[src/rtl/vga_pkg.sv]
// Shared definitions for the VGA scan controller.
//   - Default 640x480@60 Hz timing constants (H_*/V_* defaults, totals)
//   - 24-bit colour constants, including the eight colour-bar colours
//   - Layer-priority encoding used by the compositor
// Optional feature macro used by the top level: VGA_TEST_PATTERN_EN.
package vga_pkg;

    localparam int H_ACTIVE_DEF = 640;
    localparam int H_FP_DEF     = 16;
    localparam int H_SYNC_DEF   = 96;
    localparam int H_BP_DEF     = 48;
    localparam int H_TOTAL_DEF  = H_ACTIVE_DEF + H_FP_DEF + H_SYNC_DEF + H_BP_DEF;

    localparam int V_ACTIVE_DEF = 480;
    localparam int V_FP_DEF     = 10;
    localparam int V_SYNC_DEF   = 2;
    localparam int V_BP_DEF     = 33;
    localparam int V_TOTAL_DEF  = V_ACTIVE_DEF + V_FP_DEF + V_SYNC_DEF + V_BP_DEF;

    localparam int CNT_W = 10;

    typedef logic [23:0] rgb_t;

    localparam rgb_t COL_BLACK   = 24'h000000;
    localparam rgb_t COL_WHITE   = 24'hFFFFFF;
    localparam rgb_t COL_YELLOW  = 24'hFFFF00;
    localparam rgb_t COL_CYAN    = 24'h00FFFF;
    localparam rgb_t COL_GREEN   = 24'h00FF00;
    localparam rgb_t COL_MAGENTA = 24'hFF00FF;
    localparam rgb_t COL_RED     = 24'hFF0000;
    localparam rgb_t COL_BLUE    = 24'h0000FF;

    // Which layer wins the composite for one pixel.
    typedef enum logic [1:0] {
        LAYER_BG   = 2'd0,
        LAYER_PIPE = 2'd1,
        LAYER_BIRD = 2'd2
    } layer_e;

    // Fixed priority: bird over pipe over (always opaque) background.
    function automatic layer_e pick_layer(input logic bird_v, input logic pipe_v);
        if (bird_v)      return LAYER_BIRD;
        else if (pipe_v) return LAYER_PIPE;
        else             return LAYER_BG;
    endfunction

    // Bar colours left to right.
    function automatic rgb_t bar_colour(input logic [2:0] idx);
        case (idx)
            3'd0:    return COL_WHITE;
            3'd1:    return COL_YELLOW;
            3'd2:    return COL_CYAN;
            3'd3:    return COL_GREEN;
            3'd4:    return COL_MAGENTA;
            3'd5:    return COL_RED;
            3'd6:    return COL_BLUE;
            default: return COL_BLACK;
        endcase
    endfunction

endpackage

[src/rtl/vga_timing_counter.sv]
// Scan timing core: horizontal/vertical counters, raw (undelayed) syncs,
// video_active and the once-per-frame tick.
// Ports:
//   clk_i, rst_ni      pixel clock, async active-low reset
//   h_cnt_o, v_cnt_o   current column / row (registers)
//   video_active_o     counters inside the visible area (combinational from counters)
//   hsync_raw_o        low while h_cnt is in the hsync window
//   vsync_raw_o        low while v_cnt is in the vsync window
//   frame_tick_o       registered, high while counters read (0, V_ACTIVE)
module vga_timing_counter
    import vga_pkg::*;
#(
    parameter int H_ACTIVE = H_ACTIVE_DEF,
    parameter int H_FP     = H_FP_DEF,
    parameter int H_SYNC   = H_SYNC_DEF,
    parameter int H_BP     = H_BP_DEF,
    parameter int V_ACTIVE = V_ACTIVE_DEF,
    parameter int V_FP     = V_FP_DEF,
    parameter int V_SYNC   = V_SYNC_DEF,
    parameter int V_BP     = V_BP_DEF
) (
    input  logic             clk_i,
    input  logic             rst_ni,
    output logic [CNT_W-1:0] h_cnt_o,
    output logic [CNT_W-1:0] v_cnt_o,
    output logic             video_active_o,
    output logic             hsync_raw_o,
    output logic             vsync_raw_o,
    output logic             frame_tick_o
);

    localparam int H_TOTAL = H_ACTIVE + H_FP + H_SYNC + H_BP;
    localparam int V_TOTAL = V_ACTIVE + V_FP + V_SYNC + V_BP;

    localparam logic [CNT_W-1:0] H_LAST    = CNT_W'(H_TOTAL - 1);
    localparam logic [CNT_W-1:0] V_LAST    = CNT_W'(V_TOTAL - 1);
    localparam logic [CNT_W-1:0] H_VIS     = CNT_W'(H_ACTIVE);
    localparam logic [CNT_W-1:0] V_VIS     = CNT_W'(V_ACTIVE);
    localparam logic [CNT_W-1:0] HS_FIRST  = CNT_W'(H_ACTIVE + H_FP);
    localparam logic [CNT_W-1:0] HS_LAST   = CNT_W'(H_ACTIVE + H_FP + H_SYNC - 1);
    localparam logic [CNT_W-1:0] VS_FIRST  = CNT_W'(V_ACTIVE + V_FP);
    localparam logic [CNT_W-1:0] VS_LAST   = CNT_W'(V_ACTIVE + V_FP + V_SYNC - 1);
    localparam logic [CNT_W-1:0] TICK_LINE = CNT_W'(V_ACTIVE - 1);

    logic [CNT_W-1:0] h_q, h_d;
    logic [CNT_W-1:0] v_q, v_d;
    logic             tick_q, tick_d;
    logic             h_wrap;

    always_comb begin
        h_wrap = (h_q == H_LAST);
        h_d    = h_wrap ? '0 : h_q + CNT_W'(1);
        v_d    = v_q;
        if (h_wrap) begin
            v_d = (v_q == V_LAST) ? '0 : v_q + CNT_W'(1);
        end
        // Decoded one cycle early so the registered tick lines up with (0, V_ACTIVE).
        tick_d = h_wrap && (v_q == TICK_LINE);
    end

    always_ff @(posedge clk_i or negedge rst_ni) begin
        if (!rst_ni) begin
            h_q    <= '0;
            v_q    <= '0;
            tick_q <= 1'b0;
        end else begin
            h_q    <= h_d;
            v_q    <= v_d;
            tick_q <= tick_d;
        end
    end

    assign h_cnt_o        = h_q;
    assign v_cnt_o        = v_q;
    assign frame_tick_o   = tick_q;
    assign video_active_o = (h_q < H_VIS) && (v_q < V_VIS);
    assign hsync_raw_o    = !((h_q >= HS_FIRST) && (h_q <= HS_LAST));
    assign vsync_raw_o    = !((v_q >= VS_FIRST) && (v_q <= VS_LAST));

endmodule

[src/rtl/vga_scan_ctrl.sv]
// VGA scan controller: 640x480@60 Hz timing, coordinate broadcast to the
// layer renderers, two-stage alignment pipeline and fixed-priority compositor.
// Ports:
//   clk, rst_n                      pixel clock, async active-low reset
//   current_pixel_column/_row       coordinates sent to renderers
//   video_active                    coordinates are in the visible area
//   frame_tick                      one-cycle pulse at (0, V_ACTIVE)
//   bird/pipe/bg_pixel(+_valid)     renderer outputs, one cycle after coordinates
//   test_mode                       colour-bar select (only with the macro)
//   vga_rgb, vga_hsync, vga_vsync   DAC/connector outputs, 2 clocks after coordinates
// Macro VGA_TEST_PATTERN_EN: when defined, test_mode=1 replaces the composite
// with eight vertical colour bars; when undefined test_mode is ignored.
module vga_scan_ctrl
    import vga_pkg::*;
#(
    parameter int H_ACTIVE = H_ACTIVE_DEF,
    parameter int H_FP     = H_FP_DEF,
    parameter int H_SYNC   = H_SYNC_DEF,
    parameter int H_BP     = H_BP_DEF,
    parameter int V_ACTIVE = V_ACTIVE_DEF,
    parameter int V_FP     = V_FP_DEF,
    parameter int V_SYNC   = V_SYNC_DEF,
    parameter int V_BP     = V_BP_DEF
) (
    input  logic             clk,
    input  logic             rst_n,
    output logic [CNT_W-1:0] current_pixel_column,
    output logic [CNT_W-1:0] current_pixel_row,
    output logic             video_active,
    output logic             frame_tick,
    input  logic [23:0]      bird_pixel,
    input  logic             bird_pixel_valid,
    input  logic [23:0]      pipe_pixel,
    input  logic             pipe_pixel_valid,
    input  logic [23:0]      bg_pixel,
    input  logic             test_mode,
    output logic [23:0]      vga_rgb,
    output logic             vga_hsync,
    output logic             vga_vsync
);

    logic hsync_raw, vsync_raw;

    vga_timing_counter #(
        .H_ACTIVE(H_ACTIVE), .H_FP(H_FP), .H_SYNC(H_SYNC), .H_BP(H_BP),
        .V_ACTIVE(V_ACTIVE), .V_FP(V_FP), .V_SYNC(V_SYNC), .V_BP(V_BP)
    ) u_timing (
        .clk_i          (clk),
        .rst_ni         (rst_n),
        .h_cnt_o        (current_pixel_column),
        .v_cnt_o        (current_pixel_row),
        .video_active_o (video_active),
        .hsync_raw_o    (hsync_raw),
        .vsync_raw_o    (vsync_raw),
        .frame_tick_o   (frame_tick)
    );

    // Stage 1: timing delayed to line up with the renderers' registered outputs.
    logic act1_q, hs1_q, vs1_q;
    // Stage 2: final outputs.
    rgb_t rgb_q, rgb_d, comp;
    logic hs2_q, vs2_q;
    layer_e layer;

`ifdef VGA_TEST_PATTERN_EN
    localparam int BAR_W = H_ACTIVE / 8;
    logic [CNT_W-1:0] col1_q;
    logic [2:0]       bar_idx;

    // Smallest k with col < k*BAR_W selects bar k-1; past the last edge is bar 7.
    always_comb begin
        bar_idx = 3'd7;
        for (int k = 7; k >= 1; k--) begin
            if (col1_q < CNT_W'(k * BAR_W)) bar_idx = 3'(k - 1);
        end
    end

    always_ff @(posedge clk or negedge rst_n) begin
        if (!rst_n) col1_q <= '0;
        else        col1_q <= current_pixel_column;
    end
`else
    logic unused_test_mode;
    assign unused_test_mode = test_mode;
`endif

    always_comb begin
        layer = pick_layer(bird_pixel_valid, pipe_pixel_valid);
        case (layer)
            LAYER_BIRD: comp = bird_pixel;
            LAYER_PIPE: comp = pipe_pixel;
            default:    comp = bg_pixel;
        endcase
`ifdef VGA_TEST_PATTERN_EN
        if (test_mode) comp = bar_colour(bar_idx);
`endif
        // Blanking always outputs black regardless of layer or pattern.
        rgb_d = act1_q ? comp : COL_BLACK;
    end

    always_ff @(posedge clk or negedge rst_n) begin
        if (!rst_n) begin
            act1_q <= 1'b0;
            hs1_q  <= 1'b1;
            vs1_q  <= 1'b1;
            rgb_q  <= COL_BLACK;
            hs2_q  <= 1'b1;
            vs2_q  <= 1'b1;
        end else begin
            act1_q <= video_active;
            hs1_q  <= hsync_raw;
            vs1_q  <= vsync_raw;
            rgb_q  <= rgb_d;
            hs2_q  <= hs1_q;
            vs2_q  <= vs1_q;
        end
    end

    assign vga_rgb   = rgb_q;
    assign vga_hsync = hs2_q;
    assign vga_vsync = vs2_q;

endmodule
[config.mk]
export PLATFORM = sky130hd
export DESIGN_NAME = vga_scan_ctrl
export DESIGN_NICKNAME = d
export VERILOG_FILES = /design/src/rtl/vga_pkg.sv /design/src/rtl/vga_timing_counter.sv /design/src/rtl/vga_scan_ctrl.sv
export SDC_FILE = /design/constraint.sdc
export NUM_CORES = 1
export LEC_CHECK = 0
export BUFFER_PORTS_ARGS = -buffer_cell sky130_fd_sc_hd__clkbuf_2
export CAP_MARGIN = 10
export CORE_UTILIZATION = 42
export DETAILED_ROUTE_END_ITERATION = 8
export HOLD_SLACK_MARGIN = 0.06
export PLACE_DENSITY = 0.76
export SKIP_LAST_GASP = 1
export SLEW_MARGIN = 20
export SYNTH_ARGS = -nofsm -noshare
export SYNTH_HDL_FRONTEND = slang
export SYNTH_HIERARCHICAL = 1
export SYNTH_SLANG_ARGS = --single-unit
export TNS_END_PERCENT = 30
[constraint.sdc]
create_clock -name clk -period 1.7 [get_ports clk]
set_input_delay 0.17 -clock clk [delete_from_list [all_inputs] [get_ports clk]]
set_output_delay 0.17 -clock clk [all_outputs]
set_load 0.01 [all_outputs]
==> impl_metrics.ini, run 1 <==
[setup_path]
critical-path-top-delay-family = simple AND/OR/NAND/NOR gates
end_kind = flop
slowest_delay_ns = 0.38
worstSetupPathType = reg2reg
worstSetupStartpointType = flop
crit_slowest_cell = dfrtp_1
crit_buf_inv = 1
worst_ep_required_time_ns = 1.89
cp_max_fo = 5
critPathArrivalTime_ns = 1.87
path_cells = inv_1 > ha_1 > nor4bb_2 > nand4_1 > a21o_2 > a22o_1

[detailed_routing]
routedWlPerCell_um = 14.41
dr.pass1.iters = 4
vias = 2213
avgViaCountPerCell = 5.041
drtIter0Drc = 69
wl_mm = 6.327
drcViolationCount = 0
ant_nets = 0

[finish]
syn_to_final_growth_pct = 35.61
drive_above_1_share_pct = 53.02
final_cell_mix = 123 x clkbuf_2, 44 x dfrtp_1, 24 x nand2b_1, 24 x o211a_1, 20 x mux2_4
final_common_cell = clkbuf_2
nNetsFinal = 444
antennaDiodeCount = 0
design_area_mm2 = 0.003631
stdcell_count = 439
fin_util_pct = 60.26

[sta]
rsz0062_at_grt = yes
timing.final.crit_period_ns = 1.684
worst_pin_slew_ns = 0.4815
slew_viol_final = 0
finalCritPeriodShare_pct = 99.04
fin_setup_tns_ns = 0
fmax_mhz = 593.9
skew_ns = 0.006481
hold_violations = 0
setup_viol = 0
slew_headroom_pct = 67.90

[yosys]
syn_inst = 225
yosysWarnings = 6
synth_cell_types = 39
ys_seq_elements = 50
synth_seq_area_share_pct = 46.92
synthesis.area_mm2 = 0.002678
syn_avg_cell_area_um2 = 11.90
synth_nets = 306

[place]
placed_area_mm2 = 0.003490
dp_cells = 430
routabilityCongestion = 0.8531
dp_hpwl_mm = 4.602
numPortBuffers = 123

[pwr]
p_leak_uw = 0.001941
ir_worst_vdd_mv = 0.4934
powerDensity_mw_per_mm2 = 672.5
finalPower_uw = 2442

[floorplanning]
coreArea_mm2 = 0.006026
rows = 28
fp.dieW_um = 81.85
die_h_um = 81.85
initial_utilization_pct = 44.44
die_area_mm2 = 0.006699
io_pins = 125

[global_routing]
grt_pass1_wl_mm = 9.473
grt_overflow = 0
grt_pass1_vias = 2132
antenna_found_initial = 0
grt_max_degree = 51
grt_use_total_pct = 18.74

[clock_network]
cts.sinks = 50
clock_latency_ns = 0.30
cts_buffers = 5
cts_tree = built
clk_pin_slew_ns = 0.09
clockBufferDepth = 2
cts_root_buf = clkbuf_8
ctsHtreeMaxLevel = 2

[job]
drv_cap = 0

[status]
status = completed

[worst_hold_path]
holdCritPathClass = in2reg
kinds of logic after synthesis:
kind of cell / count (synthesis) / synth area share (%)
simple gates: 76 / 17.24
flops: 50 / 46.92
compound gates: 36 / 12.01
mux: 26 / 13.64
buf+inv: 23 / 5.047
xor+xnor: 10 / 3.271
fa+ha+maj: 4 / 1.869
worst register-to-register path: stages, from the launching register on:
cell      delay, ns
dfrtp_1        0.38
inv_1          0.09
ha_1           0.17
nor4bb_2       0.25
nand4_1        0.23
a21o_2         0.24
a22o_1         0.21
state kept, by name, summed over array words and instances, names as in the netlist:
name                   count
act1_q                     1
hs1_q                      1
u_timing/frame_tick_o      1
u_timing/h_cnt_o          10
u_timing/v_cnt_o          10
vga_hsync                  1
vga_rgb                   24
vga_vsync                  1
vs1_q                      1
area by class of cell:
type,count,area (um2)
clock buffer,7,76.32
clock inverter,1,30.03
fill,513,2395
inverter,8,30.03
multi-input combinational,152,1314
sequential,50,1259
tap,75,93.84
timing repair buffer,146,828.3
power breakdown:
group / switching (uW) / internal [uW]
clock network: 378 / 441
registers: 13.0 / 1240
logic: 154 / 219
metal layers:
metal,GRT usage (%),vias to the layer above,part of all wire (%)
met5,0,-,0
met4,7.368,0,1.0
met3,4.000,7,6.1
met2,33.88,77,53
met1,21.30,1057,40
li1,-,1072,-
synth_stat cells:
cell type / number / area share, %
dfrtp_1: 46 / 43
nand2b_1: 24 / 5.6
o211a_1: 24 / 9.0
mux2_4: 20 / 11
nor2_1: 10 / 1.4
inv_1: 8 / 1.1
nand3_1: 8 / 1.5
nand4_1: 8 / 1.9
nand2_1: 7 / 0.98
buf_2: 6 / 1.1
clkbuf_1: 5 / 0.70
nor3_1: 5 / 0.93
xnor2_1: 5 / 1.6
xor2_1: 5 / 1.6
dfstp_2: 4 / 3.9
ha_1: 4 / 1.9
mux2_2: 4 / 1.7
a21oi_1: 3 / 0.56
and3_1: 3 / 0.70
o21ai_0: 3 / 0.56
a22o_1: 2 / 0.65
buf_12: 2 / 1.5
mux2i_1: 2 / 0.75
nor4_1: 2 / 0.47
a21o_2: 1 / 0.33
a22o_2: 1 / 0.37
and2_1: 1 / 0.23
and2_2: 1 / 0.28
and4_1: 1 / 0.33
and4_2: 1 / 0.37
buf_6: 1 / 0.42
clkbuf_2: 1 / 0.19
nand4_4: 1 / 0.79
nor4b_4: 1 / 0.89
nor4bb_1: 1 / 0.37
o21a_1: 1 / 0.28
o31ai_1: 1 / 0.28
or3_1: 1 / 0.23
or4_1: 1 / 0.28
stage by stage:
stage	setup WS [ns]	hold slack [ns]
6_report	0.01632	0.1824
3_5_place_dp	0.06391	0.1805
4_1_cts	0.03981	0.1757
2_1_floorplan	0.007238	-0.1256
5_1_grt	-0.1087	0.1850
3_3_place_gp	0.04880	0.1797
path summary, 6_finish.rpt:
kind	depth (start not counted)	startpoint	slack, ns	to
setup / recovery	6	u_timing/v_cnt_o[0]$_DFFE_PN0N_	0.02	u_timing/v_cnt_o[3]$_DFFE_PN0N_
hold / removal	3	bird_pixel[22]	0.18	vga_rgb[22]$_DFF_PN0_
setup reg to reg	6	u_timing/v_cnt_o[0]$_DFFE_PN0N_	0.02	u_timing/v_cnt_o[3]$_DFFE_PN0N_
hold reg to reg	0	hs1_q$_DFF_PN1_	0.36	vga_hsync$_DFF_PN1_
max in group asynchronous	3	rst_n	1.03	hs1_q$_DFF_PN1_
min in group asynchronous	3	rst_n	0.39	u_timing/v_cnt_o[0]$_DFFE_PN0N_
timing repair:
item	4_1_cts	5_1_grt
pin swaps	0	2
hold endpoints to repair	46	0
gates resized for setup	1	5
gates cloned	0	0
hold buffers	1	0
buffers inserted	0	0
setup endpoints to repair	1	6
No activity file was read; power rests on OpenSTA's default activity.
==> run 2, diff against run 1 <==
--- a/config.mk
+++ b/config.mk
@@ -11,6 +11,7 @@
 export DETAILED_ROUTE_END_ITERATION = 8
 export HOLD_SLACK_MARGIN = 0.06
 export PLACE_DENSITY = 0.76
+export SETUP_SLACK_MARGIN = 0.1
 export SKIP_LAST_GASP = 1
 export SLEW_MARGIN = 20
 export SYNTH_ARGS = -nofsm -noshare
==> impl_metrics.ini, run 2 (synthesis results as in run 1) <==
[setup_path]
slowest_delay_ns = 0.43
crit_slowest_cell = dfrtp_2
worst_ep_required_time_ns = 1.88
cp_max_fo = 8
end_kind = flop
crit_buf_inv = 0
critical-path-top-delay-family = simple AND/OR/NAND/NOR gates
critPathArrivalTime_ns = 1.84
worstSetupStartpointType = flop
worstSetupPathType = reg2reg
path_cells = nor4b_4 > and4_4 > o21ai_0 > a22o_1

[place]
dp_hpwl_mm = 4.453
routabilityCongestion = 0.8210
numPortBuffers = 123

[sta]
fin_hold_ws_ns = 0.1907
timing.final.crit_period_ns = 1.664
fmax_mhz = 601.0
worst_pin_slew_ns = 0.4709
setup_viol = 0
finalCritPeriodShare_pct = 97.87
slew_headroom_pct = 68.61
skew_ns = 0.005565
hold_violations = 0
slew_viol_final = 0
fin_setup_tns_ns = 0
rsz0062_at_grt = yes

[finish]
final_common_cell = clkbuf_2
largest_register_ffs = 24
fillers = 510
final_cell_mix = 123 x clkbuf_2, 44 x dfrtp_1, 25 x buf_4
nNetsFinal = 452
antennaDiodeCount = 0
drive_above_1_share_pct = 55.38
syn_to_final_growth_pct = 39.39

[floorplanning]
die_h_um = 81.85
rows = 28
fp.dieW_um = 81.85
die_area_mm2 = 0.006699
coreArea_mm2 = 0.006026
initial_utilization_pct = 44.44
io_pins = 125

[detailed_routing]
drtIter0Drc = 67
routedWlPerCell_um = 13.80
drcViolationCount = 0
vias = 2284
avgViaCountPerCell = 5.110
wl_met3_um = 356
dr.pass1.iters = 4
m1WireLength_mm = 2.487
ant_nets = 0
highest_layer = met4
wl_met2_mm = 3.287
wl_mm = 6.167

[global_routing]
grt_overflow = 0
grt_use_total_pct = 17.76
antenna_found_initial = 0
grt_max_degree = 36
grt_pass1_wl_mm = 9.114
grt_pass1_vias = 2024

[pwr]
ir_worst_vdd_mv = 0.3519
p_leak_uw = 0.001982
finalPower_uw = 2430
powerDensity_mw_per_mm2 = 651.1

[clock_network]
cts_tree = built
cts.sinks = 50
ctsHtreeMaxLevel = 2
cts_root_buf = clkbuf_8
clk_pin_slew_ns = 0.09
clockBufferDepth = 2
cts_buffers = 5
clock_latency_ns = 0.29

[worst_hold_path]
holdCritPathClass = in2reg

[job]
drv_cap = 0

[status]
status = completed
[run 2: through the flow]
stage               instances  area, um2  worst slack (ns)  utilization, %
finish                    447       3732           0.03621           61.94
global route              447       3732          -0.02067           61.94
CTS                       442       3642           0.04858           60.44
detailed placement        428       3475          0.004339           57.66
global placement          428       3475            0.1020           57.66
floorplan                 225       2695           0.02423               -
[run 2: layout make-up]
cell class | count | area, um2 | area share, %
clock buffer | 6 | 72.57 | 1.944
clock inverter | 2 | 37.54 | 1.006
inverter | 8 | 30.03 | 0.8046
multi-input combinational | 152 | 1344 | 36.00
sequential | 50 | 1259 | 33.72
tap | 75 | 93.84 | 2.514
timing repair buffer | 154 | 895.9 | 24.00
[run 2: tightest hold or removal path, cell delays in order]
cell      delay (ns)
clkbuf_2        0.07
nand2b_1        0.08
o211a_1         0.13
[run 2: timing repair]
| item | 4_1_cts | 5_1_grt |
|---|---|---|
| endpoints found under the hold margin | 15 | 0 |
| pin swaps | 6 | 7 |
| gates cloned | 0 | 0 |
| gates resized for setup | 3 | 12 |
| setup endpoints to repair | 11 | 12 |
| hold buffers | 1 | 0 |
| buffers inserted | 5 | 5 |
[run 2: report_power, final]
group | switching (uW) | internal [uW]
Sequential | 12.0 | 1240
Clock | 370 | 439
Combinational | 154 | 219
[run 2: per-layer routing]
layer,up-vias,global-route usage [%]
met5,-,0
met4,0,4.211
met3,5,3.778
met2,68,34.13
met1,1118,19.59
li1,1093,-
[run 2: path summary, 6_finish.rpt]
check                                              start                            end  slack (ns)  cells after the start
hold / removal                            bird_pixel[15]          vga_rgb[15]$_DFF_PN0_        0.19                      3
setup / recovery           u_timing/h_cnt_o[7]$_DFF_PN0_  u_timing/h_cnt_o[9]$_DFF_PN0_        0.04                      4
max in group asynchronous                          rst_n                hs1_q$_DFF_PN1_        0.74                      3
setup reg to reg           u_timing/h_cnt_o[7]$_DFF_PN0_  u_timing/h_cnt_o[9]$_DFF_PN0_        0.04                      4
hold reg to reg                          hs1_q$_DFF_PN1_            vga_hsync$_DFF_PN1_        0.36                      0
min in group asynchronous                          rst_n  u_timing/h_cnt_o[1]$_DFF_PN0_        0.35                      2
